[config.mk]
export PLATFORM = sky130hd
export DESIGN_NAME = emu_cass_player_flat
export DESIGN_NICKNAME = d
export VERILOG_FILES = /design/src/rtl/emu_cass_player_pkg.sv /design/src/rtl/emu_cass_player_if.sv /design/src/rtl/emu_cass_player_half_timer.sv /design/src/rtl/emu_cass_player.sv /design/src/flat_wrapper.sv
export SDC_FILE = /design/constraint.sdc
export NUM_CORES = 1
export LEC_CHECK = 0
export CORE_ASPECT_RATIO = 1.75
export CORE_UTILIZATION = 44
export DETAILED_ROUTE_END_ITERATION = 8
export PLACE_DENSITY = 0.73
export SKIP_LAST_GASP = 1
export SLEW_MARGIN = 25
export SYNTH_ARGS = -nofsm -noshare
export SYNTH_HDL_FRONTEND = slang
export SYNTH_SLANG_ARGS = --single-unit
[constraint.sdc]
create_clock -name CLK10MHZ -period 9.61 [get_ports CLK10MHZ]
set_input_delay 0.961 -clock CLK10MHZ [delete_from_list [all_inputs] [get_ports CLK10MHZ]]
set_output_delay 0.961 -clock CLK10MHZ [all_outputs]
set_load 0.01 [all_outputs]
[src/rtl/emu_cass_player_pkg.sv]
// Shared types and cassette-level encodings for the cassette playback engine.
package cass_pkg;

  typedef enum logic [2:0] {
    IDLE,
    FETCH,
    WAIT,
    LOAD,
    BIT,
    TAIL
  } cass_state_e;

  // Same {level, 1'b0} encoding as the CPU cassette latch.
  localparam logic [1:0] CASS_HI = 2'b10;
  localparam logic [1:0] CASS_LO = 2'b00;

endpackage

[src/rtl/emu_cass_player_if.sv]
// Control, buffer-RAM and cassette-output bundle of the playback engine.
interface emu_cass_player_if #(
  parameter int ADDR_W = 16
);
  logic              PLAY;
  logic              STOP;
  logic              TURBO_SPEED;
  logic [ADDR_W-1:0] LENGTH;
  logic              BUF_RD;
  logic [ADDR_W-1:0] BUF_A;
  logic [7:0]        BUF_Q;
  logic              EMU_CASS_EN;
  logic [1:0]        EMU_CASS_DAT;
  logic              BUSY;
  logic              DONE;

  modport master (
    output PLAY, STOP, TURBO_SPEED, LENGTH, BUF_Q,
    input  BUF_RD, BUF_A, EMU_CASS_EN, EMU_CASS_DAT, BUSY, DONE
  );

  modport slave (
    input  PLAY, STOP, TURBO_SPEED, LENGTH, BUF_Q,
    output BUF_RD, BUF_A, EMU_CASS_EN, EMU_CASS_DAT, BUSY, DONE
  );
endinterface

[src/rtl/emu_cass_player_half_timer.sv]
// Down-counter timing one waveform half-cycle (or the lead-out); half_done marks its last cycle.
module cass_half_timer #(
  parameter int CNT_W = 16
) (
  input  logic             i_clk,
  input  logic             i_rst_n,
  input  logic             i_load,
  input  logic             i_stop,
  input  logic [CNT_W-1:0] i_count,
  output logic             o_half_done
);
  logic [CNT_W-1:0] r_cnt;
  logic             r_active;

  // A load of N gives exactly N cycles, the last of which raises half_done.
  assign o_half_done = r_active && (r_cnt == '0);

  always_ff @(posedge i_clk or negedge i_rst_n) begin
    if (!i_rst_n) begin
      r_cnt    <= '0;
      r_active <= 1'b0;
    end else if (i_stop) begin
      r_cnt    <= '0;
      r_active <= 1'b0;
    end else if (i_load) begin
      r_cnt    <= i_count - {{(CNT_W-1){1'b0}}, 1'b1};
      r_active <= 1'b1;
    end else if (o_half_done) begin
      r_active <= 1'b0;
    end else if (r_active) begin
      r_cnt    <= r_cnt - {{(CNT_W-1){1'b0}}, 1'b1};
    end
  end
endmodule

[src/rtl/emu_cass_player.sv]
// Cassette playback engine: fetches tape-image bytes and serialises them MSB first
// into the Laser310 pulse-width waveform (1 = three short cycles, 0 = short + long).
module emu_cass_player
  import cass_pkg::*;
#(
  parameter int ADDR_W     = 16,
  parameter int SHORT_HALF = 1500,
  parameter int LONG_HALF  = 3000,
  parameter int LEAD_OUT   = 10000
) (
  input  logic             CLK10MHZ,
  input  logic             RESET_N,
  emu_cass_player_if.slave io
);
  localparam int MAXC = (LEAD_OUT > LONG_HALF)
                      ? ((LEAD_OUT > SHORT_HALF) ? LEAD_OUT : SHORT_HALF)
                      : ((LONG_HALF > SHORT_HALF) ? LONG_HALF : SHORT_HALF);
  localparam int CNT_W = $clog2(MAXC + 1);
  localparam logic [CNT_W-1:0] C_SH   = CNT_W'(SHORT_HALF);
  localparam logic [CNT_W-1:0] C_LH   = CNT_W'(LONG_HALF);
  localparam logic [CNT_W-1:0] C_LEAD = CNT_W'(LEAD_OUT);

  cass_state_e       r_state;
  logic [ADDR_W-1:0] r_addr;
  logic [ADDR_W-1:0] r_len;
  logic [7:0]        r_shift;
  logic [3:0]        r_bitcnt;
  logic [2:0]        r_half;
  logic              r_buf_rd;
  logic              r_en;
  logic              r_busy;
  logic              r_done;
  logic [1:0]        r_dat;

  logic              w_half_done;
  logic              w_tmr_load;
  logic [CNT_W-1:0]  w_tmr_cnt;
  logic              w_stop;
  logic [CNT_W-1:0]  w_sh;
  logic [CNT_W-1:0]  w_lh;
  logic [2:0]        w_last_half;
  logic              w_bit_end;
  logic              w_byte_end;
  logic [ADDR_W:0]   w_next_addr;
  logic              w_more;
  logic              w_long_next;

  assign w_stop      = io.STOP && (r_state != IDLE);
  assign w_sh        = io.TURBO_SPEED ? (C_SH >> 1) : C_SH;
  assign w_lh        = io.TURBO_SPEED ? (C_LH >> 1) : C_LH;
  assign w_last_half = r_shift[7] ? 3'd5 : 3'd3;
  assign w_bit_end   = (r_state == BIT) && w_half_done && (r_half == w_last_half);
  assign w_byte_end  = w_bit_end && (r_bitcnt == 4'd1);
  assign w_next_addr = {1'b0, r_addr} + {{ADDR_W{1'b0}}, 1'b1};
  assign w_more      = w_next_addr < {1'b0, r_len};
  // Halves 2 and 3 of a 0 bit form the long cycle.
  assign w_long_next = !r_shift[7] && ((r_half == 3'd1) || (r_half == 3'd2));

  // Timer reloads on the same edge that ends the previous half, so halves abut.
  always_comb begin
    w_tmr_load = 1'b0;
    w_tmr_cnt  = w_sh;
    if (r_state == LOAD) begin
      w_tmr_load = 1'b1;
    end else if ((r_state == BIT) && w_half_done) begin
      w_tmr_load = 1'b1;
      if (!w_bit_end) begin
        w_tmr_cnt = w_long_next ? w_lh : w_sh;
      end else if (w_byte_end) begin
        if (w_more) w_tmr_load = 1'b0;
        else        w_tmr_cnt  = C_LEAD;
      end
    end
  end

  cass_half_timer #(.CNT_W(CNT_W)) u_timer (
    .i_clk       (CLK10MHZ),
    .i_rst_n     (RESET_N),
    .i_load      (w_tmr_load),
    .i_stop      (w_stop),
    .i_count     (w_tmr_cnt),
    .o_half_done (w_half_done)
  );

  always_ff @(posedge CLK10MHZ or negedge RESET_N) begin
    if (!RESET_N) begin
      r_state  <= IDLE;
      r_addr   <= '0;
      r_len    <= '0;
      r_shift  <= '0;
      r_bitcnt <= '0;
      r_half   <= '0;
      r_buf_rd <= 1'b0;
      r_en     <= 1'b0;
      r_busy   <= 1'b0;
      r_done   <= 1'b0;
      r_dat    <= CASS_LO;
    end else begin
      r_buf_rd <= 1'b0;
      r_done   <= 1'b0;
      if (w_stop) begin
        r_state <= IDLE;
        r_en    <= 1'b0;
        r_busy  <= 1'b0;
        r_dat   <= CASS_LO;
      end else begin
        case (r_state)
          IDLE: if (io.PLAY && !io.STOP) begin
            if (io.LENGTH != '0) begin
              r_len    <= io.LENGTH;
              r_addr   <= '0;
              r_busy   <= 1'b1;
              r_en     <= 1'b1;
              r_dat    <= CASS_LO;
              r_buf_rd <= 1'b1;
              r_state  <= FETCH;
            end else begin
              r_done <= 1'b1;
            end
          end
          FETCH: r_state <= WAIT;
          // RAM data is only guaranteed in the cycle right after BUF_RD.
          WAIT: begin
            r_shift <= io.BUF_Q;
            r_state <= LOAD;
          end
          LOAD: begin
            r_bitcnt <= 4'd8;
            r_half   <= '0;
            r_dat    <= CASS_HI;
            r_state  <= BIT;
          end
          BIT: if (w_half_done) begin
            if (!w_bit_end) begin
              r_half <= r_half + 3'd1;
              r_dat  <= r_half[0] ? CASS_HI : CASS_LO;
            end else if (!w_byte_end) begin
              r_shift  <= r_shift << 1;
              r_bitcnt <= r_bitcnt - 4'd1;
              r_half   <= '0;
              r_dat    <= CASS_HI;
            end else if (w_more) begin
              r_addr   <= w_next_addr[ADDR_W-1:0];
              r_buf_rd <= 1'b1;
              r_dat    <= CASS_LO;
              r_state  <= FETCH;
            end else begin
              r_dat   <= CASS_LO;
              r_state <= TAIL;
            end
          end
          TAIL: if (w_half_done) begin
            r_state <= IDLE;
            r_en    <= 1'b0;
            r_busy  <= 1'b0;
            r_done  <= 1'b1;
          end
          default: r_state <= IDLE;
        endcase
      end
    end
  end

  assign io.BUF_RD       = r_buf_rd;
  assign io.BUF_A        = r_addr;
  assign io.EMU_CASS_EN  = r_en;
  assign io.EMU_CASS_DAT = r_dat;
  assign io.BUSY         = r_busy;
  assign io.DONE         = r_done;
endmodule

[src/flat_wrapper.sv]
// flat-port wrapper written by rule: the top's interface ports become plain ports
module emu_cass_player_flat import cass_pkg::*;
#(
  parameter int ADDR_W     = 16,
  parameter int SHORT_HALF = 1500,
  parameter int LONG_HALF  = 3000,
  parameter int LEAD_OUT   = 10000
)
  (CLK10MHZ, RESET_N, io_PLAY, io_STOP, io_TURBO_SPEED, io_LENGTH, io_BUF_Q, io_BUF_RD, io_BUF_A, io_EMU_CASS_EN, io_EMU_CASS_DAT, io_BUSY, io_DONE);
  emu_cass_player_if #(.ADDR_W(ADDR_W)) io_i ();
  input  logic CLK10MHZ;
  input  logic RESET_N;
  input wire logic [$bits(io_i.PLAY)-1:0] io_PLAY;
  input wire logic [$bits(io_i.STOP)-1:0] io_STOP;
  input wire logic [$bits(io_i.TURBO_SPEED)-1:0] io_TURBO_SPEED;
  input wire logic [$bits(io_i.LENGTH)-1:0] io_LENGTH;
  input wire logic [$bits(io_i.BUF_Q)-1:0] io_BUF_Q;
  output wire logic [$bits(io_i.BUF_RD)-1:0] io_BUF_RD;
  output wire logic [$bits(io_i.BUF_A)-1:0] io_BUF_A;
  output wire logic [$bits(io_i.EMU_CASS_EN)-1:0] io_EMU_CASS_EN;
  output wire logic [$bits(io_i.EMU_CASS_DAT)-1:0] io_EMU_CASS_DAT;
  output wire logic [$bits(io_i.BUSY)-1:0] io_BUSY;
  output wire logic [$bits(io_i.DONE)-1:0] io_DONE;
  assign io_i.PLAY = io_PLAY;
  assign io_i.STOP = io_STOP;
  assign io_i.TURBO_SPEED = io_TURBO_SPEED;
  assign io_i.LENGTH = io_LENGTH;
  assign io_i.BUF_Q = io_BUF_Q;
  assign io_BUF_RD = io_i.BUF_RD;
  assign io_BUF_A = io_i.BUF_A;
  assign io_EMU_CASS_EN = io_i.EMU_CASS_EN;
  assign io_EMU_CASS_DAT = io_i.EMU_CASS_DAT;
  assign io_BUSY = io_i.BUSY;
  assign io_DONE = io_i.DONE;
  emu_cass_player #(.ADDR_W(ADDR_W), .SHORT_HALF(SHORT_HALF), .LONG_HALF(LONG_HALF), .LEAD_OUT(LEAD_OUT)) u_core (.CLK10MHZ(CLK10MHZ), .RESET_N(RESET_N), .io(io_i));
endmodule
==> metrics, run 1 <==
switching power summed over all nets=440 uW; switching part of the total=36.4%; number of global-route vias before repair=4023; Slew Viols, Final=0; Die Area=0.0106 mm^2; main area contributors after synthesis=dfrtp_1 39%, ha_1 7.0%, nand2_1 6.3%, mux2_2 4.8%, o21ai_0 4.7%; clock network power share=30.4%; final setup violation count=0; cell-by-cell trace of the critical path=ha_1 -> nand4_1 -> nor2_1 -> nand3_1 -> nor2_1 -> nand3_1 -> xnor2_1 -> ha_1 -> a21o_1 -> a21oi_1 -> o21a_1 -> nand4_1 -> nand2_1 -> nor2_1 -> a21oi_1 -> ha_1 -> or3b_1 -> nor3_2 -> o2111ai_1 -> xor2_1 -> a211oi_2; synthesized area per cell=8.93 um^2; final clock period utilization by the worst path=52.8%; Async S/R FF share, synth=100%; aggregate routed wire length=11600 um; height of the chip=135 um; share of Yosys cell area claimed by the top area cell type=38.7%; weighted congestion reported at the end of routability-driven placement=0.963; Critical R2R Capture=u_core.u_timer.r_cnt[8]; delay of the slowest cell on the worst path=0.47 ns; flip-flop and latch count after synthesis=69; YS warnings=0; HPWL after detailed placement=8870 um; DRC viols=0; global-route congestion overflow total=0; sequential share of power=36.5%; most frequently used flop master after synthesis=dfrtp_1; layout cells sized above 1=10.4%; maximum ir drop on the vdd rail=0.114 mV; buffer and inverter count on the worst path=0; number of diodes=0; worst setup path category=reg -> reg; CTS hold repair buffers=0; wire length per cell=17.3 um; Hold EP=u_core.r_shift[2]; signal arrival time at the worst endpoint=5.32 ns; post-route antenna net violation count=0; Syn-to-layout area delta=20.0%; Cell variety after synth=68; total area of multi-input combinational cells=0.00255 mm^2; final worst setup slack=4.54 ns; max-capacitance violation count=0; run status=complete, no violations; nets@finish=595; clk slew on worst S/H paths=0.06 ns; effective utilization at floorplan=45.3%; number of cells traversed by the worst register-to-register path=21; number of setup buffers added after CTS=0; clock sink count=69; TritonCTS clock tree=yes; cell at the slowest stage of the critical path=dfrtp_1; Seq. cell area=0.00173 mm^2; commonest non-fill, non-tap cell in the layout=nand2_1; count of mapped cells out of synthesis=499; Worst setup SP type=flip-flop; cell at the root of the clock tree=clkbuf_16; core footprint=0.00985 mm^2; hold crit path type=reg -> reg; Max FO, Critical Path=12; setup slack at placement=4.62 ns; number of antenna violations at the first check in global routing=0; number of cell rows=48; vias after detailed routing=3960; number of filler instances in the final layout=902; largest net degree at the start of global routing=70; post_cts resized=0; Die Width=78.1 um; Lkg Pwr=0.00229 uW; Combinational Power Share=33.1%; synthesized net count=553; internal power=768 uW; Post-synth EDFFs=0; deepest clock path buffer count=2; most frequent cells in the layout=75 x nand2_1, 69 x dfrtp_1, 48 x clkdlybuf4s50_1; hold wc startpoint=u_core.r_shift[2]; Top Ports=51; Reg2Reg Launch Point=u_core.io.BUF_A[0]; buffers added on ports=49; wire length of the first global-routing pass=19200 um; worst hold margin=0.477 ns; area of the mapped netlist=0.00446 mm^2; Hold Path Depth=2; total routing usage reported by global routing=23.7%; RSZ-0062 raised after global routing=false; cell type with the largest total area after synthesis=dfrtp_1; number of endpoints with negative hold slack in the final report=0; Required @ worst endpoint=9.86 ns; H-tree Lvls=3; PwrDens=226 mW/mm^2; Slew headroom=40.0%; later-pin clock latency in the skew report=0.34 ns; Max Clk Rate=197 MHz; number of buffers created by CTS=9; endpoint kind of the worst setup timing path=flip-flop; slew at the pin with the worst max-slew slack=0.898 ns; Worst Clk Skew=0.00549 ns; fraction of the yosys area taken by sequential cells=38.7%; crit-path leading delay family=simple AND/OR/NAND/NOR gates; 1st-pass router iterations=4; worst reg-to-reg setup slack=4.54 ns; final setup TNS=0 ns; drt initial violations=243; final worst path period need=5.07 ns; detailed-route vias per instance=5.90
==> worst max path at each step <==
| stage | slack, ns | startpoint | to | cells past startpoint |
|---|---|---|---|---|
| after global placement | 4.82 | u_core.io.BUF_A[0] | u_core.u_timer.r_cnt[8] | 21 |
| after CTS | 4.59 | u_core.io.BUF_A[0] | u_core.u_timer.r_cnt[8] | 21 |
| after global routing | 3.94 | u_core.io.BUF_A[0] | u_core.u_timer.r_cnt[12] | 21 |
| after floorplan | 5.28 | u_core.io.BUF_A[0] | u_core.u_timer.r_cnt[8] | 20 |
| final | 4.54 | u_core.io.BUF_A[0] | u_core.u_timer.r_cnt[8] | 21 |
| after detailed placement | 4.62 | u_core.io.BUF_A[0] | u_core.u_timer.r_cnt[8] | 21 |
==> through the flow <==
stage | util (%) | instance area [um^2] | power [uW] | std cells
after floorplan | - | 4460 | 723 | 499
after global placement | 51.0 | 5020 | 829 | 655
after detailed placement | 51.0 | 5020 | 844 | 655
after CTS | 54.3 | 5350 | 1210 | 671
after global routing | 54.3 | 5350 | 1290 | 671
final | 54.3 | 5350 | 1210 | 671
==> state kept, by name, indices dropped and copies added, names as in the netlist <==
register / cells
u_core.io.DONE: 1
u_core.r_len: 16
u_core.r_bitcnt: 4
u_core.io.EMU_CASS_DAT: 1
u_core.r_state: 3
u_core.u_timer.r_active: 1
u_core.io.BUF_RD: 1
u_core.u_timer.r_cnt: 14
u_core.io.BUF_A: 16
u_core.io.EMU_CASS_EN: 1
u_core.r_shift: 8
u_core.r_half: 3
==> kinds of logic (layout without fill, tap and decap cells) <==
kind of cell	after synthesis	count (layout)	share of synthesized area [%]
flip-flops	69	69	38.7
buffers and inverters	44	91	4.21
XOR/XNOR	20	20	3.93
AND/OR/NAND/NOR	201	201	23.0
multiplexers	28	28	6.82
AO/OA/AOI/OAI	111	111	16.2
other	1	1	0.0841
adder cells (fa/ha/maj)	25	25	7.02
==> synthesized netlist by cell type, types with 5 or more instances <==
master	instances
nand3_1	18
a21oi_1	22
inv_1	24
a31oi_1	5
ha_1	25
xnor2_1	11
dfrtp_1	69
nand2_1	75
mux2_2	19
nor4_1	8
mux2i_1	9
nand4_1	9
clkbuf_1	12
nor2_1	37
xor2_1	9
o31ai_1	8
o21ai_0	42
nor3_1	13
==> worst min-delay path: stages, from the launching register on <==
cell	delay [ns]
dfrtp_1	0.34
nand2_1	0.04
o21ai_0	0.06
==> routing by layer <==
| layer | share of wire, % | global-route usage (%) | up-vias |
|---|---|---|---|
| met5 | 0 | 0 | - |
| met4 | 5.7 | 16.2 | 0 |
| met3 | 3.2 | 4.11 | 51 |
| met2 | 55 | 44.6 | 124 |
| met1 | 36 | 22.9 | 1911 |
| li1 | - | - | 1874 |
==> power groups by stage <==
| stage | sequential [uW] | clock, uW | combinational [uW] |
|---|---|---|---|
| floorplan | 420 | 0 | 303 |
| global placement | 442 | 0 | 387 |
| detailed placement | 445 | 0 | 399 |
| CTS | 440 | 371 | 401 |
| global route | 452 | 385 | 452 |
| finish | 441 | 367 | 400 |
==> area by class of cell <==
class	count	area share [%]
clock inverters	6	1.75
multi-input cells	386	47.7
flip-flops and latches	69	32.3
inverters	24	1.68
clock buffers	10	4.28
well taps	125	2.92
repair buffers	51	9.36
Note: power is estimated with default switching activity, not from simulation.
==> run 2, diff against run 1 <==
- clock period: 9.61 -> 5.2 ns (I/O delays scaled with it)
==> metrics, run 2 (synthesis results as in run 1) <==
worst hold margin=0.395 ns (-0.0817 ns); core footprint=0.00985 mm^2 (unchanged); drt initial violations=195 (-20%); TritonCTS clock tree=yes; number of diodes=0 (unchanged); number of buffers created by CTS=9 (unchanged); wire length of the first global-routing pass=19800 um (+2.9%); Worst Clk Skew=0.00674 ns (+0.00126 ns); filler-free cell count of the finished design=674 (+0.45%); slew at the pin with the worst max-slew slack=0.883 ns (-0.0146 ns); deepest clock path buffer count=2 (unchanged); run status=complete, no violations; Max FO, Critical Path=7 (-5); Lkg Pwr=0.00229 uW (about the same); RSZ-0062 raised after global routing=false; commonest non-fill, non-tap cell in the layout=nand2_1; final setup violation count=0 (unchanged); total routing usage reported by global routing=24.5% (+0.81 points); global routing usage on met3=3.91% (-0.20 points); maximum ir drop on the vdd rail=0.207 mV (+81%); 1st-pass router iterations=4 (unchanged); Max Clk Rate=209 MHz (+6.0%); final setup TNS=0 ns (unchanged); vias after detailed routing=3921 (-0.98%); instance count after placement with tap cells included=657 (+0.31%); Required @ worst endpoint=5.40 ns (-4.46 ns); Slew Viols, Final=0 (unchanged); most frequent cells in the layout=75 x nand2_1, 69 x dfrtp_1, 48 x clkdlybuf4s50_1; layout cells sized above 1=11.1% (+0.67 points); detailed-route vias per instance=5.82 (-1.4%); Top Ports=51 (unchanged); nets@finish=598 (+0.50%); endpoint kind of the worst setup timing path=flip-flop; number of endpoints with negative hold slack in the final report=0 (unchanged); global-route congestion overflow total=0 (unchanged); buffers added on ports=49 (unchanged); clock sink count=69 (unchanged); Worst setup SP type=flip-flop; number of global-route vias before repair=4147 (+3.1%); later-pin clock latency in the skew report=0.33 ns (about the same); cell at the root of the clock tree=clkbuf_16; clk slew on worst S/H paths=0.06 ns (about the same); aggregate routed wire length=12000 um (+3.3%); met1 track utilization from global routing=22.7% (-0.23 points); final worst path period need=4.78 ns (-0.287 ns); max-capacitance violation count=0 (unchanged); post-route antenna net violation count=0 (unchanged); DRC viols=0 (unchanged); final clock period utilization by the worst path=92.0% (+39 points); PwrDens=412 mW/mm^2 (+82%); Syn-to-layout area delta=20.2%; Slew headroom=41.1% (+1.1 points); wire length per cell=17.8 um (+2.9%); worst setup path category=reg -> reg; Most Used Layer, Global Route=met2; hold crit path type=in -> async; number of cell rows=48 (unchanged); number of antenna violations at the first check in global routing=0 (unchanged); height of the chip=135 um (unchanged); HPWL after detailed placement=9160 um (+3.2%); H-tree Lvls=3 (unchanged); signal arrival time at the worst endpoint=4.98 ns (-0.34 ns); Die Area=0.0106 mm^2 (unchanged); largest net degree at the start of global routing=70 (unchanged); Die Width=78.1 um (unchanged); Pwr Total=2210 uW (+83%); number of filler instances in the final layout=889 (-1.4%); effective utilization at floorplan=45.3% (unchanged); weighted congestion reported at the end of routability-driven placement=1.05 (+9.0%); Global Route met2 Usage=48.0% (+3.4 points)
[run 2: changes by cell type in the layout (fill, tap and decap cells not counted)]
cell,delta
bufinv_16,-1
clkinvlp_4,+2
clkinv_4,-1
clkbuf_1,-1
clkbuf_8,+1
buf_4,+3
[run 2: routing by layer]
metal,up-vias,share of wire [%]
li1,1875,-
met1,1888,34
met2,110,57
met3,48,3.0
met4,0,5.8
met5,-,0
[run 2: final timing paths]
check                                   startpoint                  endpoint  slack [ns]  depth (start not counted)
worst max-delay path            u_core.io.BUF_A[0]  u_core.u_timer.r_cnt[12]        0.42                         21
worst min-delay path                       RESET_N           u_core.r_len[4]        0.40                          2
worst max register to register  u_core.io.BUF_A[0]  u_core.u_timer.r_cnt[12]        0.42                         21
worst min register to register   u_core.r_shift[6]         u_core.r_shift[6]        0.48                          2
max in group asynchronous                  RESET_N          u_core.r_half[1]        4.23                          2
min in group CLK10MHZ            u_core.r_shift[6]         u_core.r_shift[6]        0.48                          2
[run 2: area by class of cell]
class                           count  area, um^2  area share (%)
Clock buffer                       10         239            4.46
Clock inverter                      6        70.1            1.31
Inverter                           24        90.1            1.68
Multi-Input combinational cell    386        2550            47.6
Sequential cell                    69        1730            32.2
Tap cell                          125         156            2.92
Timing Repair Buffer               54         523            9.76
[run 2: critical path: stages, from the launching register on]
cell and delay, ns:
dfrtp_1 0.45, ha_1 0.26, nand4_1 0.17, nor2_1 0.25, nand3_1 0.16, nor2_1 0.23
nand3_1 0.12, xnor2_1 0.20, ha_1 0.28, a21o_1 0.16, a21oi_1 0.13, o21a_1 0.15
nand4_1 0.17, nand2_1 0.21, nor2_1 0.14, a21oi_1 0.14, ha_1 0.20, or3b_1 0.45
nor3_2 0.17, o2111ai_1 0.20, o31ai_1 0.29, o31ai_1 0.12
[run 2: power breakdown]
| part | switching, uW | internal (uW) | leakage, uW |
|---|---|---|---|
| sequential | 134 | 684 | 0.000898 |
| clock | 244 | 388 | 0.000142 |
| combinational | 443 | 315 | 0.00125 |
[run 2: repair_timing]
item / 4_1_cts / 5_1_grt
endpoints found under the setup margin: 0 / 3
hold endpoints to repair: 0 / 0
hold buffers: 0 / 0
gates resized for setup: 0 / 0
setup buffers: 0 / 1
[run 2: per-stage QoR]
stage | util, % | setup slack, ns | cell area, um^2
after floorplan | - | 0.875 | 4460
after global placement | 51.2 | 0.649 | 5040
after detailed placement | 51.2 | 0.474 | 5040
after CTS | 54.3 | 0.463 | 5350
after global routing | 54.4 | 0.0379 | 5360
final | 54.4 | 0.417 | 5360
